<file path="src/rtl/acc_job_ctrl_regs.sv">
// Accelerator job control register block: assembles the input vector from host words,
// sequences start/stop with an optional RUN timeout, and buffers results in a show-ahead FIFO.
module acc_job_ctrl_regs #(
  parameter int unsigned IN_WIDTH   = 1024,
  parameter int unsigned WORD_WIDTH = 32,
  parameter int unsigned OUT_WIDTH  = 32,
  parameter int unsigned OUT_DEPTH  = 4,
  parameter int unsigned TMO_WIDTH  = 16,
  localparam int unsigned NWORDS    = IN_WIDTH / WORD_WIDTH,
  localparam int unsigned IDX_W     = (NWORDS > 1) ? $clog2(NWORDS) : 1,
  localparam int unsigned CNT_W     = $clog2(OUT_DEPTH) + 1
) (
  input  logic                 clk,
  input  logic                 rst,
  input  logic                 ctrl_wr_en,
  input  logic                 ctrl_start_wr,
  input  logic                 ctrl_stop_wr,
  input  logic                 in_wr_en,
  input  logic [IDX_W-1:0]     in_wr_idx,
  input  logic [WORD_WIDTH-1:0] in_wr_data,
  input  logic [TMO_WIDTH-1:0] tmo_limit,
  input  logic                 acc_out_valid,
  input  logic                 acc_out_last,
  input  logic [OUT_WIDTH-1:0] acc_out_data,
  input  logic                 out_rd_en,
  output logic                 acc_start,
  output logic [IN_WIDTH-1:0]  in_data_reg,
  output logic                 in_loaded,
  output logic [OUT_WIDTH-1:0] out_rd_data,
  output logic [CNT_W-1:0]     out_count,
  output logic                 busy,
  output logic                 done,
  output logic                 err_timeout,
  output logic                 err_overflow
);

  localparam int unsigned PTR_W = $clog2(OUT_DEPTH);

  typedef enum logic [1:0] {
    StIdle,
    StRun,
    StDone
  } state_e;

  state_e                 state_q, state_d;
  logic [IN_WIDTH-1:0]    in_data_q, in_data_d;
  logic [NWORDS-1:0]      mask_q, mask_d;
  logic                   acc_start_q, acc_start_d;
  logic                   done_q, done_d;
  logic                   err_tmo_q, err_tmo_d;
  logic                   err_ovf_q, err_ovf_d;
  logic [TMO_WIDTH-1:0]   tmo_cnt_q, tmo_cnt_d;
  logic [OUT_WIDTH-1:0]   mem_q [OUT_DEPTH];
  logic [OUT_WIDTH-1:0]   mem_d [OUT_DEPTH];
  logic [PTR_W-1:0]       wr_ptr_q, wr_ptr_d;
  logic [PTR_W-1:0]       rd_ptr_q, rd_ptr_d;
  logic [CNT_W-1:0]       count_q, count_d;

  logic                   stop_req;
  logic                   start_req;
  logic                   start_ok;
  logic                   in_wr_ok;
  logic                   fifo_full;
  logic                   fifo_empty;
  logic                   pop_ok;
  logic                   push_req;
  logic                   push_ok;
  logic                   last_beat;
  logic                   tmo_hit;
  logic [TMO_WIDTH-1:0]   tmo_cnt_inc;

  // Stop always wins over a start carried in the same control write.
  assign stop_req   = ctrl_wr_en & ctrl_stop_wr;
  assign start_req  = ctrl_wr_en & ctrl_start_wr & ~ctrl_stop_wr;
  assign start_ok   = start_req & in_loaded & (state_q != StRun);
  assign in_wr_ok   = in_wr_en & (state_q != StRun);

  assign fifo_full  = (count_q == CNT_W'(OUT_DEPTH));
  assign fifo_empty = (count_q == '0);
  assign pop_ok     = out_rd_en & ~fifo_empty;
  assign push_req   = (state_q == StRun) & acc_out_valid;
  // A full FIFO can still take a beat when the head leaves in the same cycle.
  assign push_ok    = push_req & (~fifo_full | pop_ok);
  assign last_beat  = push_req & acc_out_last;

  assign tmo_cnt_inc = (tmo_cnt_q == '1) ? tmo_cnt_q : tmo_cnt_q + TMO_WIDTH'(1);
  // A last beat arriving on the limit cycle counts as completion, not timeout.
  assign tmo_hit     = (state_q == StRun) & (tmo_limit != '0) &
                       (tmo_cnt_inc >= tmo_limit) & ~last_beat;

  // Job FSM and status flags.
  always_comb begin
    state_d     = state_q;
    acc_start_d = 1'b0;
    done_d      = done_q;
    err_tmo_d   = err_tmo_q;
    err_ovf_d   = err_ovf_q;
    tmo_cnt_d   = tmo_cnt_q;

    case (state_q)
      StIdle, StDone: begin
        if (start_ok) begin
          state_d     = StRun;
          acc_start_d = 1'b1;
          done_d      = 1'b0;
          err_tmo_d   = 1'b0;
          err_ovf_d   = 1'b0;
          tmo_cnt_d   = '0;
        end
      end
      StRun: begin
        tmo_cnt_d = tmo_cnt_inc;
        if (last_beat) begin
          state_d = StDone;
          done_d  = 1'b1;
        end else if (tmo_hit) begin
          state_d   = StIdle;
          err_tmo_d = 1'b1;
        end
        if (push_req && !push_ok) begin
          err_ovf_d = 1'b1;
        end
      end
      default: begin
        state_d = StIdle;
      end
    endcase

    if (stop_req) begin
      state_d     = StIdle;
      acc_start_d = 1'b0;
      done_d      = 1'b0;
      err_tmo_d   = 1'b0;
      err_ovf_d   = 1'b0;
      tmo_cnt_d   = '0;
    end
  end

  // Input vector assembly; out-of-range indices match no word and are dropped.
  always_comb begin
    in_data_d = in_data_q;
    mask_d    = mask_q;
    for (int k = 0; k < NWORDS; k++) begin
      if (in_wr_ok && (in_wr_idx == IDX_W'(k))) begin
        in_data_d[k*WORD_WIDTH +: WORD_WIDTH] = in_wr_data;
        mask_d[k]                             = 1'b1;
      end
    end
    if (start_ok || stop_req) begin
      mask_d = '0;
    end
  end

  // Result FIFO; pointers wrap naturally since OUT_DEPTH is a power of two.
  always_comb begin
    mem_d    = mem_q;
    wr_ptr_d = wr_ptr_q;
    rd_ptr_d = rd_ptr_q;
    count_d  = count_q + CNT_W'(push_ok) - CNT_W'(pop_ok);
    if (push_ok) begin
      mem_d[wr_ptr_q] = acc_out_data;
      wr_ptr_d        = wr_ptr_q + PTR_W'(1);
    end
    if (pop_ok) begin
      rd_ptr_d = rd_ptr_q + PTR_W'(1);
    end
    if (stop_req) begin
      wr_ptr_d = '0;
      rd_ptr_d = '0;
      count_d  = '0;
    end
  end

  always_ff @(posedge clk or posedge rst) begin
    if (rst) begin
      state_q     <= StIdle;
      in_data_q   <= '0;
      mask_q      <= '0;
      acc_start_q <= 1'b0;
      done_q      <= 1'b0;
      err_tmo_q   <= 1'b0;
      err_ovf_q   <= 1'b0;
      tmo_cnt_q   <= '0;
      mem_q       <= '{default: '0};
      wr_ptr_q    <= '0;
      rd_ptr_q    <= '0;
      count_q     <= '0;
    end else begin
      state_q     <= state_d;
      in_data_q   <= in_data_d;
      mask_q      <= mask_d;
      acc_start_q <= acc_start_d;
      done_q      <= done_d;
      err_tmo_q   <= err_tmo_d;
      err_ovf_q   <= err_ovf_d;
      tmo_cnt_q   <= tmo_cnt_d;
      mem_q       <= mem_d;
      wr_ptr_q    <= wr_ptr_d;
      rd_ptr_q    <= rd_ptr_d;
      count_q     <= count_d;
    end
  end

  assign acc_start    = acc_start_q;
  assign in_data_reg  = in_data_q;
  assign in_loaded    = &mask_q;
  assign out_rd_data  = mem_q[rd_ptr_q];
  assign out_count    = count_q;
  assign busy         = (state_q == StRun);
  assign done         = done_q;
  assign err_timeout  = err_tmo_q;
  assign err_overflow = err_ovf_q;

endmodule

</file>
<file path="config.mk">
export PLATFORM = sky130hd
export DESIGN_NAME = acc_job_ctrl_regs
export DESIGN_NICKNAME = d
export VERILOG_FILES = /design/src/rtl/acc_job_ctrl_regs.sv
export SDC_FILE = /design/constraint.sdc
export NUM_CORES = 2
export LEC_CHECK = 0
export CAP_MARGIN = 30
export CORE_AREA = 2 2 455 457
export CTS_CLUSTER_DIAMETER = 50
export DETAILED_ROUTE_END_ITERATION = 10
export DIE_AREA = 0 0 457 459
export GPL_ROUTABILITY_DRIVEN = 0
export GPL_TIMING_DRIVEN = 0
export PLACE_DENSITY = 0.45
export REMOVE_ABC_BUFFERS = 1
export SLEW_MARGIN = 20
export SYNTH_ARGS = -nofsm -noshare
export SYNTH_HDL_FRONTEND = slang
export SYNTH_SLANG_ARGS = --single-unit
</file>
<file path="constraint.sdc">
create_clock -name clk -period 83.3 [get_ports clk]
set_input_delay 8.33 -clock clk [delete_from_list [all_inputs] [get_ports clk]]
set_output_delay 8.33 -clock clk [all_outputs]
set_load 0.05 [all_outputs]
</file>
* Word-level counts from Yosys, hierarchy flattened *
Index checks and enable logic that the tools add are counted.

operators by class
  $add $sub $neg = 5
  $lt $le $gt $ge = 4
  eq/ne operators = 42
  multiplexer cells = 67
  bitwise operators = 20
  reductions and logical operators = 82

operator list
  operator                                                  number
  bitwise mux 128 bit                                       1
  two-way mux 32 bit                                        4
  == test 5 bit, second input constant                      16
  nonzero test 2 bit                                        34
  binary-select mux 32 bit (select 2 bit)                   1
  demux 32 bit (select 2 bit)                               1
  two-way mux 16 bit                                        3
  two-way mux 1 bit                                         43
  == test 5 x 4 -> 1 bit, second input constant             8
  logical AND 1 bit                                         34
  one-hot mux 16 bit (2 select lines)                       1
  AND reduction 32 bit                                      1
  == test 5 x 3 -> 1 bit, second input constant             4
  adder 16 x 1 -> 16 bit, second input constant             1
  == test 16 bit, second input constant                     1
  greater-or-equal comparator 16 bit                        1
  two-way mux 2 bit                                         8
  nonzero test 16 bit                                       1
  AND 1 bit                                                 13
  == test 5 x 2 -> 1 bit, second input constant             2
  != test 3 x 1 -> 1 bit, second input constant             3
  greater-or-equal comparator 3 bit, second input constant  2
  != test 3 bit, second input constant                      2
  inverter 2 -> 3 bit                                       2
  other kinds (25)                                          33

word-level totals
  register bits after elaboration = 1213
  output and inout port bits = 1065
  logic and storage cells = 297

* Depth between registers and ports, before layout *
  depth after elaboration = 10
  gate-level depth with buffers = 14
  mapped depth without buffers = 12

* Least setup slack after synthesis *
OpenSTA, ideal clock, no wires.

  path type = register to output
  start point = register rd_ptr_q[0]
  end point = output port out_rd_data[23]
  arrival time = 1854 ps
  path slack = 73116 ps
  stages on the path, launching flop included = 4
  path through = dfrtp_1 clkbuf_1 buf_1 mux4_2

between the ends
  longest elaborated chain between the ends = 4

ends and longest elaborated chain
  element                                                 RTL line  text
  start, declared                                         56        logic [PTR_W-1:0] rd_ptr_q, rd_ptr_d;
  start signal, assigned                                  199       rd_ptr_q <= rd_ptr_d;
  inverter 2 -> 3 bit (not written as such)               207       assign out_rd_data = mem_q[rd_ptr_q];
  binary-select mux 32 bit (select 2 bit)                 207
  two-way mux 32 bit (not written as such) (2 in series)  207
  end, declared                                           29        output logic [OUT_WIDTH-1:0] out_rd_data,

No other way between the ends. The select of a mux whose other input is x is not followed.

* Final worst setup path *
  start point = register mask_q[12]
  end point = output port in_loaded

between the ends
  longest elaborated chain between the ends = 1

ends and longest elaborated chain
  element                 RTL line  text
  start, declared         47        logic [NWORDS-1:0] mask_q, mask_d;
  start signal, assigned  191       mask_q <= mask_d;
  AND reduction 32 bit    206       assign in_loaded = &mask_q;
  end, declared           28        output logic in_loaded,

No other way between the ends.

==> impl_metrics.yaml <==
route:
  drtIter0Drc: 1575
  drcViolationCount: 0
  viasPerCell: 4.35
  num_vias: 30600
  wl_um: 206000
  antenna_left: 0
  drt_pass1_iterations: 5
  wl_per_cell_um: 29.3
global_routing:
  track_usage: 0.193
  antenna_found_initial: 36
  overflow: 0
  grt_pass1_vias: 32200
  grt_pass1_wl_um: 281000
  grt_start_max_net_pins: 97
clock_tree:
  cts_tree: "built"
  clkLatencyLatePin_ns: 0.84
  clock_path_buffers: 3
  cts_buffers: 173
  cts.clk_slew.worst_paths_ns: 0.06
  postCtsSetupBuffers: 0
  cts_resized: 0
  root_buffer: "clkbuf_16"
  hold_buffers: 0
  cts_sinks: 1213
  htree_levels: 4
synthesis:
  syn_area_um2: 47200
  synth-edff-count: 0
  yosys_register_bits: 1213
  synth_ff_type: "dfrtp_1"
  yosysUniqueCellTypes: 61
  avgSynthCellArea_um2: 15.9
  async_reset_ff_frac: 1.00
  yosysWarnings: 0
  ys_seq_area_frac: 0.643
  syn_inst: 2968
job:
  maxCapViolCount: 0
setup_path:
  cp_data_arrival_time_ns: 3.15
  cp-start-kind: "flop"
  crit_slowest_cell: "clkdlybuf4s50_1"
  required_ns: 74.97
  path_depth: 4
  slowest_delay_ns: 0.90
  crit_type: "flop to primary output"
  critPathCaptureType: "primary output"
  cp_cell_sequence: "nand4_1, nor4_2, and2_1, clkdlybuf4s50_1"
  cp_max_fo: 4
  ff2ff_path_depth: 11
  cpLargestDelayFamily: "simple AND/OR/NAND/NOR gates"
  path_buf_inv: 1
sta:
  skew_ns: 0.0604
  slew_headroom: 0.375
  finalWorstSetupSlack_ns: 71.82
  finalCritPeriodShare: 0.138
  hold_ws_ns: 0.487
  setup_tns_ns: 0
  tightest_slew_ns: 0.935
  rsz0062_at_grt: "false"
  drv_slew: 0
  hold_viol: 0
  max_freq_mhz: 87.1
  fin_crit_ns: 11.48
  setup_viol: 0
worst_hold_path:
  holdPathStages: 1
  min_path_type: "flop to flop"
die:
  dieHeight_um: 459
  fp.coreArea_um2: 206000
  die_w_um: 457
  pin_count: 1159
  start_util: 0.230
  fp.dieArea_um2: 210000
  rows: 167
pwr:
  internal_power_w: 0.00141
  switching_power_w: 0.000899
  p_leak_nw: 30.6
  combinationalPowerShare: 0.348
  power.density_nw_per_um2: 33.2
  sw_frac_of_total: 0.389
  total_power_w: 0.00231
  p_seq_frac: 0.324
  clkPwrFrac: 0.328
  irDropWorstVdd_v: 0.0000203
finish:
  fillers: 20200
  layout-drive-gt1-share: 0.384
  fin_cells: 7027
  largest_register_ffs: 1024
  syn_to_final_growth_pct: 47.4
  finalNetCount: 4277
  seqCellArea_um2: 30400
  multi_input_area_um2: 15900
placed_design:
  hpwl_um: 150000
  io_buffers: 1158
  placed_cells: 6688
  pre_cts_ws_ns: 71.65
status:
  status: "complete, no violations"
[power groups by stage]
stage	clock network (W)	registers (W)	logic, W
2_1_floorplan	0	0.00111	0.000127
3_3_place_gp	0	0.000764	0.000798
3_5_place_dp	0	0.000757	0.000809
4_1_cts	0.000781	0.000749	0.000812
5_1_grt	0.000804	0.000762	0.000826
6_report	0.000758	0.000749	0.000803
[cells in the mapped netlist (11+ instances only)]
master	instances	area share
dfrtp_1	1213	0.64
mux2_2	1153	0.27
buf_2	107	0.011
clkbuf_1	85	0.0068
nand2_1	42	0.0033
nor2_1	42	0.0033
inv_1	37	0.0029
buf_1	33	0.0026
mux4_2	32	0.015
o21a_1	24	0.0038
ha_1	23	0.0061
nand3_1	17	0.0018
a21oi_1	15	0.0016
nand4_1	13	0.0017
a21boi_0	11	0.0017
nor4_1	11	0.0015
xnor2_1	11	0.0020
[through the flow]
stage           util  instance area [um^2]
5_1_grt        0.338                 69500
3_5_place_dp   0.309                 63500
2_1_floorplan      -                 46200
6_report       0.338                 69600
3_3_place_gp   0.297                 61100
4_1_cts        0.338                 69500
[worst register-to-register path: stages (launching register included)]
cell and delay (ns):
dfrtp_1 0.47, ha_1 0.33, inv_1 0.12, or4_4 0.61, or2_1 0.37, xnor2_1 0.23, ha_1 0.25, nand2b_1 0.14
a2111oi_0 0.40, nor3_1 0.12, o41ai_1 0.36, a31o_2 0.19
[final cells by class]
| cell class | count | area share |
|---|---|---|
| flip-flops and latches | 1213 | 0.436 |
| multi-input cells | 1483 | 0.229 |
| repair buffers | 1250 | 0.197 |
| clock buffers | 234 | 0.0694 |
| well taps | 2704 | 0.0486 |
| clock inverters | 84 | 0.0168 |
| inverters | 38 | 0.00216 |
| diodes | 21 | 0.000755 |
[final timing paths]
check / endpoint / slack [ns] / from
setup / recovery: in_loaded / 71.82 / mask_q[12]
hold / removal: mask_q[1] / 0.49 / mask_q[1]
setup reg to reg: state_q[0] / 79.69 / tmo_cnt_q[0]
hold reg to reg: mask_q[1] / 0.49 / mask_q[1]
max in group asynchronous: in_data_reg[872] / 72.66 / rst
min in group asynchronous: mem_q[118] / 7.94 / rst
[cell usage in the layout (no fill, tap or decap), types with 10 or more instances in the layout]
| master | count |
|---|---|
| a21boi_0 | 11 |
| a21oi_1 | 15 |
| buf_12 | 38 |
| buf_16 | 51 |
| buf_4 | 29 |
| bufinv_16 | 14 |
| clkbuf_1 | 35 |
| clkbuf_16 | 174 |
| clkbuf_8 | 25 |
| clkdlybuf4s50_1 | 1126 |
| clkinv_2 | 19 |
| clkinvlp_4 | 17 |
| dfrtp_1 | 1211 |
| diode_2 | 21 |
| ha_1 | 23 |
| inv_1 | 36 |
| mux2_2 | 1153 |
| mux4_2 | 32 |
| nand2_1 | 29 |
| nand3_1 | 16 |
| nand4_1 | 13 |
| nor2_1 | 22 |
| nor2_4 | 19 |
| nor3_1 | 10 |
| o21a_1 | 23 |
| xnor2_1 | 11 |
[cells by family after synthesis]
logic type               after synthesis  share of synthesized area
AND/OR/NAND/NOR                      177                     0.0194
AO/OA/AOI/OAI                         80                     0.0125
XOR/XNOR                              16                    0.00297
multiplexers                        1186                      0.290
adder cells (fa/ha/maj)               24                    0.00652
flip-flops                          1213                      0.643
buffers and inverters                272                     0.0253
[routing by layer]
| metal | vias up | wire length (um) | global-route usage |
|---|---|---|---|
| met3 | 225 | 18400 | 0.0744 |
| li1 | 12900 | - | - |
| met5 | - | 12 | 0 |
| met2 | 1077 | 98800 | 0.320 |
| met4 | 2 | 5830 | 0.0588 |
| met1 | 16400 | 82700 | 0.231 |
No activity file was read; power rests on OpenSTA's default activity.
